**config.mk**
```make
export PLATFORM = sky130hd
export DESIGN_NAME = muldiv_unit
export DESIGN_NICKNAME = d
export VERILOG_FILES = /design/src/rtl/muldiv_pkg.sv /design/src/rtl/div_core.sv /design/src/rtl/muldiv_unit.sv
export SDC_FILE = /design/constraint.sdc
export NUM_CORES = 2
export LEC_CHECK = 0
export CAP_MARGIN = 20
export CORE_AREA = 4 4 335 337
export CTS_CLUSTER_SIZE = 25
export DETAILED_ROUTE_END_ITERATION = 16
export DIE_AREA = 0 0 339 341
export HOLD_SLACK_MARGIN = 0.08
export PLACE_DENSITY_LB_ADDON = 0.3
export SKIP_LAST_GASP = 1
export SYNTH_ARGS = -nofsm -noshare
export SYNTH_HDL_FRONTEND = slang
export SYNTH_HIERARCHICAL = 1
export SYNTH_SLANG_ARGS = --single-unit
```
**constraint.sdc**
```tcl
create_clock -name clk -period 8.44 [get_ports clk]
set_clock_uncertainty 0.1 [all_clocks]
set_input_delay 1.266 -clock clk [delete_from_list [all_inputs] [get_ports clk]]
set_output_delay 1.266 -clock clk [all_outputs]
set_load 0.01 [all_outputs]
```
**src/rtl/muldiv_pkg.sv**
```systemverilog
// Shared definitions for the HI/LO multiply/divide unit: op encodings,
// controller states and default sizing.
package muldiv_pkg;

    localparam int DEF_WIDTH      = 32;
    localparam int DEF_MUL_STAGES = 2;

    localparam logic [2:0] OP_MULT  = 3'd0;
    localparam logic [2:0] OP_MULTU = 3'd1;
    localparam logic [2:0] OP_DIV   = 3'd2;
    localparam logic [2:0] OP_DIVU  = 3'd3;
    localparam logic [2:0] OP_MTHI  = 3'd4;
    localparam logic [2:0] OP_MTLO  = 3'd5;

    typedef enum logic [1:0] {
        ST_IDLE = 2'd0,
        ST_MUL  = 2'd1,
        ST_DIV  = 2'd2,
        ST_FIX  = 2'd3
    } state_t;

endpackage

```
**src/rtl/div_core.sv**
```systemverilog
// Radix-2 restoring divider on operand magnitudes, one quotient bit per step,
// with sign correction and divide-by-zero results applied on the outputs.
module div_core
    import muldiv_pkg::*;
#(
    parameter int WIDTH = DEF_WIDTH
) (
    input  logic             clk,
    input  logic             rst,
    input  logic             load_i,
    input  logic             step_i,
    input  logic             signed_i,
    input  logic [WIDTH-1:0] a_i,
    input  logic [WIDTH-1:0] b_i,
    output logic             last_o,
    output logic [WIDTH-1:0] quo_o,
    output logic [WIDTH-1:0] rem_o
);

    localparam int CW = $clog2(WIDTH + 1);

    logic [WIDTH-1:0] rem_q, quo_q, dvs_q, a_q;
    logic             negq_q, negr_q, dz_q;
    logic [CW-1:0]    cnt_q;

    logic             a_neg, b_neg;
    logic [WIDTH-1:0] mag_a, mag_b;
    logic [WIDTH-1:0] st_rem, st_quo, st_dvs;
    logic [WIDTH:0]   shifted;
    logic [WIDTH-1:0] rem_d, quo_d;

    assign a_neg = signed_i & a_i[WIDTH-1];
    assign b_neg = signed_i & b_i[WIDTH-1];
    assign mag_a = a_neg ? -a_i : a_i;
    assign mag_b = b_neg ? -b_i : b_i;

    // The loading edge already retires the first quotient bit.
    always_comb begin
        st_rem  = load_i ? '0 : rem_q;
        st_quo  = load_i ? mag_a : quo_q;
        st_dvs  = load_i ? mag_b : dvs_q;
        shifted = {st_rem, st_quo[WIDTH-1]};
        rem_d   = shifted[WIDTH-1:0];
        quo_d   = {st_quo[WIDTH-2:0], 1'b0};
        if (shifted >= {1'b0, st_dvs}) begin
            rem_d    = WIDTH'(shifted - {1'b0, st_dvs});
            quo_d[0] = 1'b1;
        end
    end

    always_ff @(posedge clk) begin
        if (rst) begin
            rem_q  <= '0;
            quo_q  <= '0;
            dvs_q  <= '0;
            a_q    <= '0;
            negq_q <= 1'b0;
            negr_q <= 1'b0;
            dz_q   <= 1'b0;
            cnt_q  <= '0;
        end else if (load_i) begin
            rem_q  <= rem_d;
            quo_q  <= quo_d;
            dvs_q  <= mag_b;
            a_q    <= a_i;
            negq_q <= a_neg ^ b_neg;
            negr_q <= a_neg;
            dz_q   <= (b_i == '0);
            cnt_q  <= CW'(1);
        end else if (step_i) begin
            rem_q  <= rem_d;
            quo_q  <= quo_d;
            cnt_q  <= cnt_q + CW'(1);
        end
    end

    assign last_o = (cnt_q == CW'(WIDTH - 1));
    assign quo_o  = dz_q ? '1  : (negq_q ? -quo_q : quo_q);
    assign rem_o  = dz_q ? a_q : (negr_q ? -rem_q : rem_q);

endmodule

```
**src/rtl/muldiv_unit.sv**
```systemverilog
// HI/LO multiply/divide unit: controller, multiply pipeline and HI/LO registers.
// Optional MULDIV_EARLY_OUT_EN finishes divisions with |a| < |b| in one cycle.
module muldiv_unit
    import muldiv_pkg::*;
#(
    parameter int WIDTH      = DEF_WIDTH,
    parameter int MUL_STAGES = DEF_MUL_STAGES
) (
    input  logic             clk,
    input  logic             rst,
    input  logic             start_i,
    input  logic [2:0]       op_i,
    input  logic [WIDTH-1:0] a_i,
    input  logic [WIDTH-1:0] b_i,
    input  logic             cancel_i,
    output logic             busy_o,
    output logic             done_o,
    output logic [WIDTH-1:0] hi_o,
    output logic [WIDTH-1:0] lo_o,
    output logic [1:0]       dbg_state_o
);

    localparam logic [2:0] MCNT_LAST = 3'(MUL_STAGES - 1);

    function automatic logic [2*WIDTH-1:0] mul_full(input logic [WIDTH-1:0] a,
                                                    input logic [WIDTH-1:0] b,
                                                    input logic sgn);
        logic [2*WIDTH-1:0] ea, eb;
        ea = {{WIDTH{sgn & a[WIDTH-1]}}, a};
        eb = {{WIDTH{sgn & b[WIDTH-1]}}, b};
        return ea * eb;
    endfunction

    state_t           state_q;
    logic [WIDTH-1:0] hi_q, lo_q, ma_q, mb_q;
    logic             done_q, busy_q, msgn_q;
    logic [2:0]       mcnt_q;

    logic             accept, sgn, is_div, early_out, div_load, div_last;
    logic [WIDTH-1:0] div_quo, div_rem;
    logic [2*WIDTH-1:0] prod_in, prod_pipe;

    assign accept    = start_i && !cancel_i && (state_q == ST_IDLE);
    assign sgn       = (op_i == OP_MULT) || (op_i == OP_DIV);
    assign is_div    = (op_i == OP_DIV) || (op_i == OP_DIVU);
    assign prod_in   = mul_full(a_i, b_i, sgn);
    assign prod_pipe = mul_full(ma_q, mb_q, msgn_q);

`ifdef MULDIV_EARLY_OUT_EN
    logic [WIDTH-1:0] mag_a, mag_b;
    always_comb begin
        mag_a     = (sgn && a_i[WIDTH-1]) ? -a_i : a_i;
        mag_b     = (sgn && b_i[WIDTH-1]) ? -b_i : b_i;
        early_out = (b_i != '0) && (mag_a < mag_b);
    end
`else
    assign early_out = 1'b0;
`endif

    assign div_load = accept && is_div && !early_out;

    div_core #(.WIDTH(WIDTH)) u_div_core (
        .clk      (clk),
        .rst      (rst),
        .load_i   (div_load),
        .step_i   (state_q == ST_DIV),
        .signed_i (sgn),
        .a_i      (a_i),
        .b_i      (b_i),
        .last_o   (div_last),
        .quo_o    (div_quo),
        .rem_o    (div_rem)
    );

    always_ff @(posedge clk) begin
        if (rst) begin
            state_q <= ST_IDLE;
            hi_q    <= '0;
            lo_q    <= '0;
            ma_q    <= '0;
            mb_q    <= '0;
            msgn_q  <= 1'b0;
            mcnt_q  <= '0;
            done_q  <= 1'b0;
            busy_q  <= 1'b0;
        end else begin
            done_q <= 1'b0;
            case (state_q)
                ST_IDLE: begin
                    if (accept) begin
                        case (op_i)
                            OP_MTHI: hi_q <= a_i;
                            OP_MTLO: lo_q <= a_i;
                            OP_MULT, OP_MULTU: begin
                                if (MUL_STAGES == 1) begin
                                    {hi_q, lo_q} <= prod_in;
                                    done_q       <= 1'b1;
                                end else begin
                                    ma_q    <= a_i;
                                    mb_q    <= b_i;
                                    msgn_q  <= sgn;
                                    mcnt_q  <= 3'd1;
                                    busy_q  <= 1'b1;
                                    state_q <= ST_MUL;
                                end
                            end
                            OP_DIV, OP_DIVU: begin
                                if (early_out) begin
                                    hi_q   <= a_i;
                                    lo_q   <= '0;
                                    done_q <= 1'b1;
                                end else begin
                                    busy_q  <= 1'b1;
                                    state_q <= ST_DIV;
                                end
                            end
                            default: ;
                        endcase
                    end
                end
                ST_MUL: begin
                    if (cancel_i) begin
                        busy_q  <= 1'b0;
                        state_q <= ST_IDLE;
                    end else if (mcnt_q == MCNT_LAST) begin
                        {hi_q, lo_q} <= prod_pipe;
                        done_q       <= 1'b1;
                        busy_q       <= 1'b0;
                        state_q      <= ST_IDLE;
                    end else begin
                        mcnt_q <= mcnt_q + 3'd1;
                    end
                end
                ST_DIV: begin
                    if (cancel_i) begin
                        busy_q  <= 1'b0;
                        state_q <= ST_IDLE;
                    end else if (div_last) begin
                        state_q <= ST_FIX;
                    end
                end
                ST_FIX: begin
                    if (!cancel_i) begin
                        hi_q   <= div_rem;
                        lo_q   <= div_quo;
                        done_q <= 1'b1;
                    end
                    busy_q  <= 1'b0;
                    state_q <= ST_IDLE;
                end
                default: state_q <= ST_IDLE;
            endcase
        end
    end

    assign busy_o      = busy_q;
    assign done_o      = done_q;
    assign hi_o        = hi_q;
    assign lo_o        = lo_q;
    assign dbg_state_o = state_q;

endmodule

```
==> parameters.txt <==
Parameter                              Value

Pwr
  Sw Ratio ... 0.467
  Design internal power ... approximately 4 mW
  Combinational share of power ... 0.549
  Seq pwr share ... 0.250
  Cell area power density ... between 100 and 150 mW/mm^2
  Clock power share ... 0.201
  Net switching power of the design ... 3.50 mW
  IR drop worst, VDD ... around 0.34 mV
  Static Leakage ... roughly 27 nW

Logic synthesis
  Gate count after technology mapping ... 6347
  Yosys warnings ... 6
  Most frequent cell after synthesis ... sky130_fd_sc_hd__inv_1
  Top cell type by total area after synthesis ... sky130_fd_sc_hd__fa_1
  Sequential element share of the synthesized area ... 0.101
  Post-Syn Area per Cell ... 8.56 sq um
  Synth async-reset ratio ... 0
  Ys flop type ... sky130_fd_sc_hd__dfxtp_1
  Distinct cells, synth ... around 90
  Cell types with the largest area share after synthesis ... sky130_fd_sc_hd__fa_1, sky130_fd_sc_hd__dfxtp_1, sky130_fd_sc_hd__inv_1, sky130_fd_sc_hd__nand2_1, sky130_fd_sc_hd__ha_1
  Post-synthesis sequential element count ... 273
  Count of flip-flops with a built-in enable after synthesis ... 0
  Net count after synthesis ... about 8000
  Top cell type's share of synthesized area ... 0.415
  Post-synthesis instance area ... approximately 0.054 sq mm
  Ranking of synthesized cells by instance count ... sky130_fd_sc_hd__inv_1, sky130_fd_sc_hd__fa_1, sky130_fd_sc_hd__nand2_1, sky130_fd_sc_hd__clkbuf_1, sky130_fd_sc_hd__and2_1

Clock tree
  Clock insertion delay at the later pin of the skew report ... between 500 and 600 ps
  CTS Root Buffer Type ... sky130_fd_sc_hd__clkbuf_16
  Clock H-tree levels ... 2
  Buffers from clock root to sink, at most ... 3
  Clock tree from TritonCTS ... built
  CTS Hold Buffers Added ... 0
  CTS sink cnt ... between 200 and 300
  Clock edge transition at the registers on the reported setup and hold paths ... roughly 60 ps
  Number of clock buffers inserted by TritonCTS ... 34

Run status
  Run status ... finished, final reports clean

Setup path
  Critical path capture point type ... flop
  Instance count on the critical path ... 26
  Required arrival time at the worst endpoint ... about 9000 ps
  CP startpoint kind ... flop
  Maximum fanout along the worst path ... 28
  Crit-path max cell delay ... slightly below 600 ps
  Setup CP Type ... flop to flop
  Most used cell, CP ... sky130_fd_sc_hd__fa_1
  Cell family contributing the most delay on the critical path ... adder cells
  Critical path buffer and inverter count ... 6
  Reg-to-reg slack, setup ... between 200 and 250 ps
  Cell type of the slowest stage on the worst timing path ... sky130_fd_sc_hd__fa_1
  Register-to-Register Path Depth ... 26
  Worst EP arrival ... approximately 8600 ps

Timing
  Tightest Pin Transition ... 1050 ps
  Fmax ... around 0.12 GHz
  Final total negative setup slack ... 0 ps
  Time the final worst path needs with I/O delays and setup ... 8190 ps
  Setup-violating endpoint count in the final report ... 0
  Max-slew headroom ... 0.296
  Post-route fraction of the period consumed by the critical path ... 0.970
  RSZ-0062 raised after global routing ... true
  Hold_ws ... ~380 ps
  Fin. Hold Viols ... 0
  Final slew viol count ... 0

GRT
  Number of antenna violations at the first check in global routing ... 2
  Largest net degree at the start of global routing ... ~160
  Aggregate global routing overflow ... 0
  First-pass GRT wire length ... between 200000 and 300000 um
  Global Route met2 Usage ... 0.482
  Vias in the first global route ... around 46000
  Met3 usage ... 0.0402
  Met1 capacity usage during global routing ... 0.363
  GRT busiest layer ... met2
  GRT Util Overall ... 0.281

Die
  Height of the die ... between 300 and 400 um
  Total die area ... roughly 0.12 sq mm
  Core area ... ~0.11 sq mm
  Starting utilization of the core area ... 0.499
  Total I/O pin count ... between 100 and 150
  Die Width ... 339 um
  Count of standard-cell rows ... approximately 120

Place
  GPL Wtd Cong ... ~0.97
  Post-detailed-placement half-perimeter wirelength ... approximately 130000 um
  Input/output buffers ... 138

Route
  Final wirelength ... around 160000 um
  Remaining design rule violation count ... 0
  Routed vias/inst ... between 5 and 6
  Per-cell routed wire length ... 20.7 um
  Detailed router's first-iteration violation count ... ~3300
  First-pass iteration count of the detailed router ... 7
  Remaining number of nets flagged by the antenna check after routing ... 0
  DR vias ... 43400

Final layout
  Post-route core utilization ... 0.543
  # diodes ... 0
  Number of filler instances in the final layout ... slightly below 10000
  Final net count ... between 7000 and 8000
  Layout overhead on the synthesized area ... 8.89%
  Layout cells sized above 1 ... 0.0490

Hold path
  Kind of path behind the tightest hold check ... flop to flop
  Min-Delay Path Depth ... 2

Job
  Max-Cap Viols ... 0
==> kinds of logic after synthesis <==
family,count (synthesis),synth area share
buffers and inverters,1560,0.108
AOI/OAI and AO/OA,815,0.0990
DFF,273,0.101
xor gates and xnor gates,195,0.0314
muxes,57,0.0106
adders and majority gates,1381,0.474
and+or+nand+nor,2066,0.176
==> per-layer routing <==
metal | vias to the layer above | share of wire
met5 | - | 0
met4 | 0 | 0.042
met2 | 1636 | 0.49
met3 | 335 | 0.068
met1 | 22100 | 0.40
li1 | 19400 | -
==> repair_timing <==
| action | CTS | global route |
|---|---|---|
| buffers inserted | 0 | 4 |
| gates resized for setup | 0 | 21 |
| hold endpoints to repair | 0 | 0 |
| endpoints found under the setup margin | 0 | 19 |
==> worst reg2reg max path, stage by stage, from the launching register on <==
cell and delay [ps]:
sky130_fd_sc_hd__dfxtp_1 470, sky130_fd_sc_hd__buf_4 400, sky130_fd_sc_hd__nand2_1 130, sky130_fd_sc_hd__fa_1 500, sky130_fd_sc_hd__fa_1 500, sky130_fd_sc_hd__inv_1 50
sky130_fd_sc_hd__fa_1 500, sky130_fd_sc_hd__fa_1 580, sky130_fd_sc_hd__fa_1 440, sky130_fd_sc_hd__fa_1 560, sky130_fd_sc_hd__fa_1 510, sky130_fd_sc_hd__inv_1 50
sky130_fd_sc_hd__fa_1 510, sky130_fd_sc_hd__inv_1 60, sky130_fd_sc_hd__ha_1 340, sky130_fd_sc_hd__buf_4 180, sky130_fd_sc_hd__and4_1 220, sky130_fd_sc_hd__and3_1 220
sky130_fd_sc_hd__a31oi_1 150, sky130_fd_sc_hd__o21ai_0 190, sky130_fd_sc_hd__a211oi_1 280, sky130_fd_sc_hd__buf_4 150, sky130_fd_sc_hd__a21o_1 180, sky130_fd_sc_hd__o21ai_2 120
sky130_fd_sc_hd__a41oi_1 250, sky130_fd_sc_hd__mux2_2 360, sky130_fd_sc_hd__o21ai_1 120
==> power by group through the flow <==
stage	clock network [mW]	logic, mW	registers [mW]
floorplan	0	2.74	1.77
detailed placement	0	4.04	1.89
finish	1.51	4.12	1.88
global route	1.58	4.47	1.90
global placement	0	4.00	1.88
CTS	1.53	4.06	1.86
==> registers in the layout (all words and copies together) (netlist names), 2 cells and up <==
name and cells:
u_div_core/rem_q 32, u_div_core/dvs_q 32, hi_o 32, u_div_core/cnt_q 6, lo_o 32, ma_q 32
dbg_state_o 2, u_div_core/a_q 32, u_div_core/quo_q 32, mcnt_q 3, mb_q 32
==> cells in the final DEF (no fill, tap or decap), types with 102 or more instances in the layout <==
cell,synthesis,layout
sky130_fd_sc_hd__clkdlybuf4s50_1,0,137
sky130_fd_sc_hd__xnor2_1,102,102
sky130_fd_sc_hd__ha_1,254,250
sky130_fd_sc_hd__a21oi_1,221,218
sky130_fd_sc_hd__o21ai_0,161,161
sky130_fd_sc_hd__and2_1,364,364
sky130_fd_sc_hd__buf_4,1,125
sky130_fd_sc_hd__nor2_1,272,269
sky130_fd_sc_hd__dfxtp_1,273,261
sky130_fd_sc_hd__nand2_1,1074,1073
sky130_fd_sc_hd__fa_1,1126,1125
sky130_fd_sc_hd__inv_1,1165,1164
==> layout make-up <==
type / count / area [sq um] / share of cell area
Clock buffer: 47 / 1030 / 0.0175
Clock inverter: 12 / 101 / 0.00171
Inverter: 1166 / 4380 / 0.0741
Multi-Input combinational cell: 4514 / 43100 / 0.728
Sequential cell: 273 / 5480 / 0.0927
Tap cell: 1414 / 1770 / 0.0299
Timing Repair Buffer: 312 / 3310 / 0.0560
==> worst paths after layout <==
check	from	end
worst max-delay path	ma_q[27]	hi_o[29]
worst min-delay path	mb_q[4]	mb_q[4]
worst max register to register	ma_q[27]	hi_o[29]
worst min register to register	mb_q[4]	mb_q[4]
==> metrics by stage <==
step | setup slack, ps | area, sq um | std cells | power, mW
finish | 249 | 59100 | 7738 | 7.50
global route | -52.1 | 59100 | 7738 | 7.95
CTS | 71.6 | 59000 | 7733 | 7.45
detailed placement | 119 | 57900 | 7674 | 5.92
global placement | 223 | 57900 | 7674 | 5.88
floorplan | 601 | 54300 | 6347 | 4.51
No activity file was read; power rests on OpenSTA's default activity.
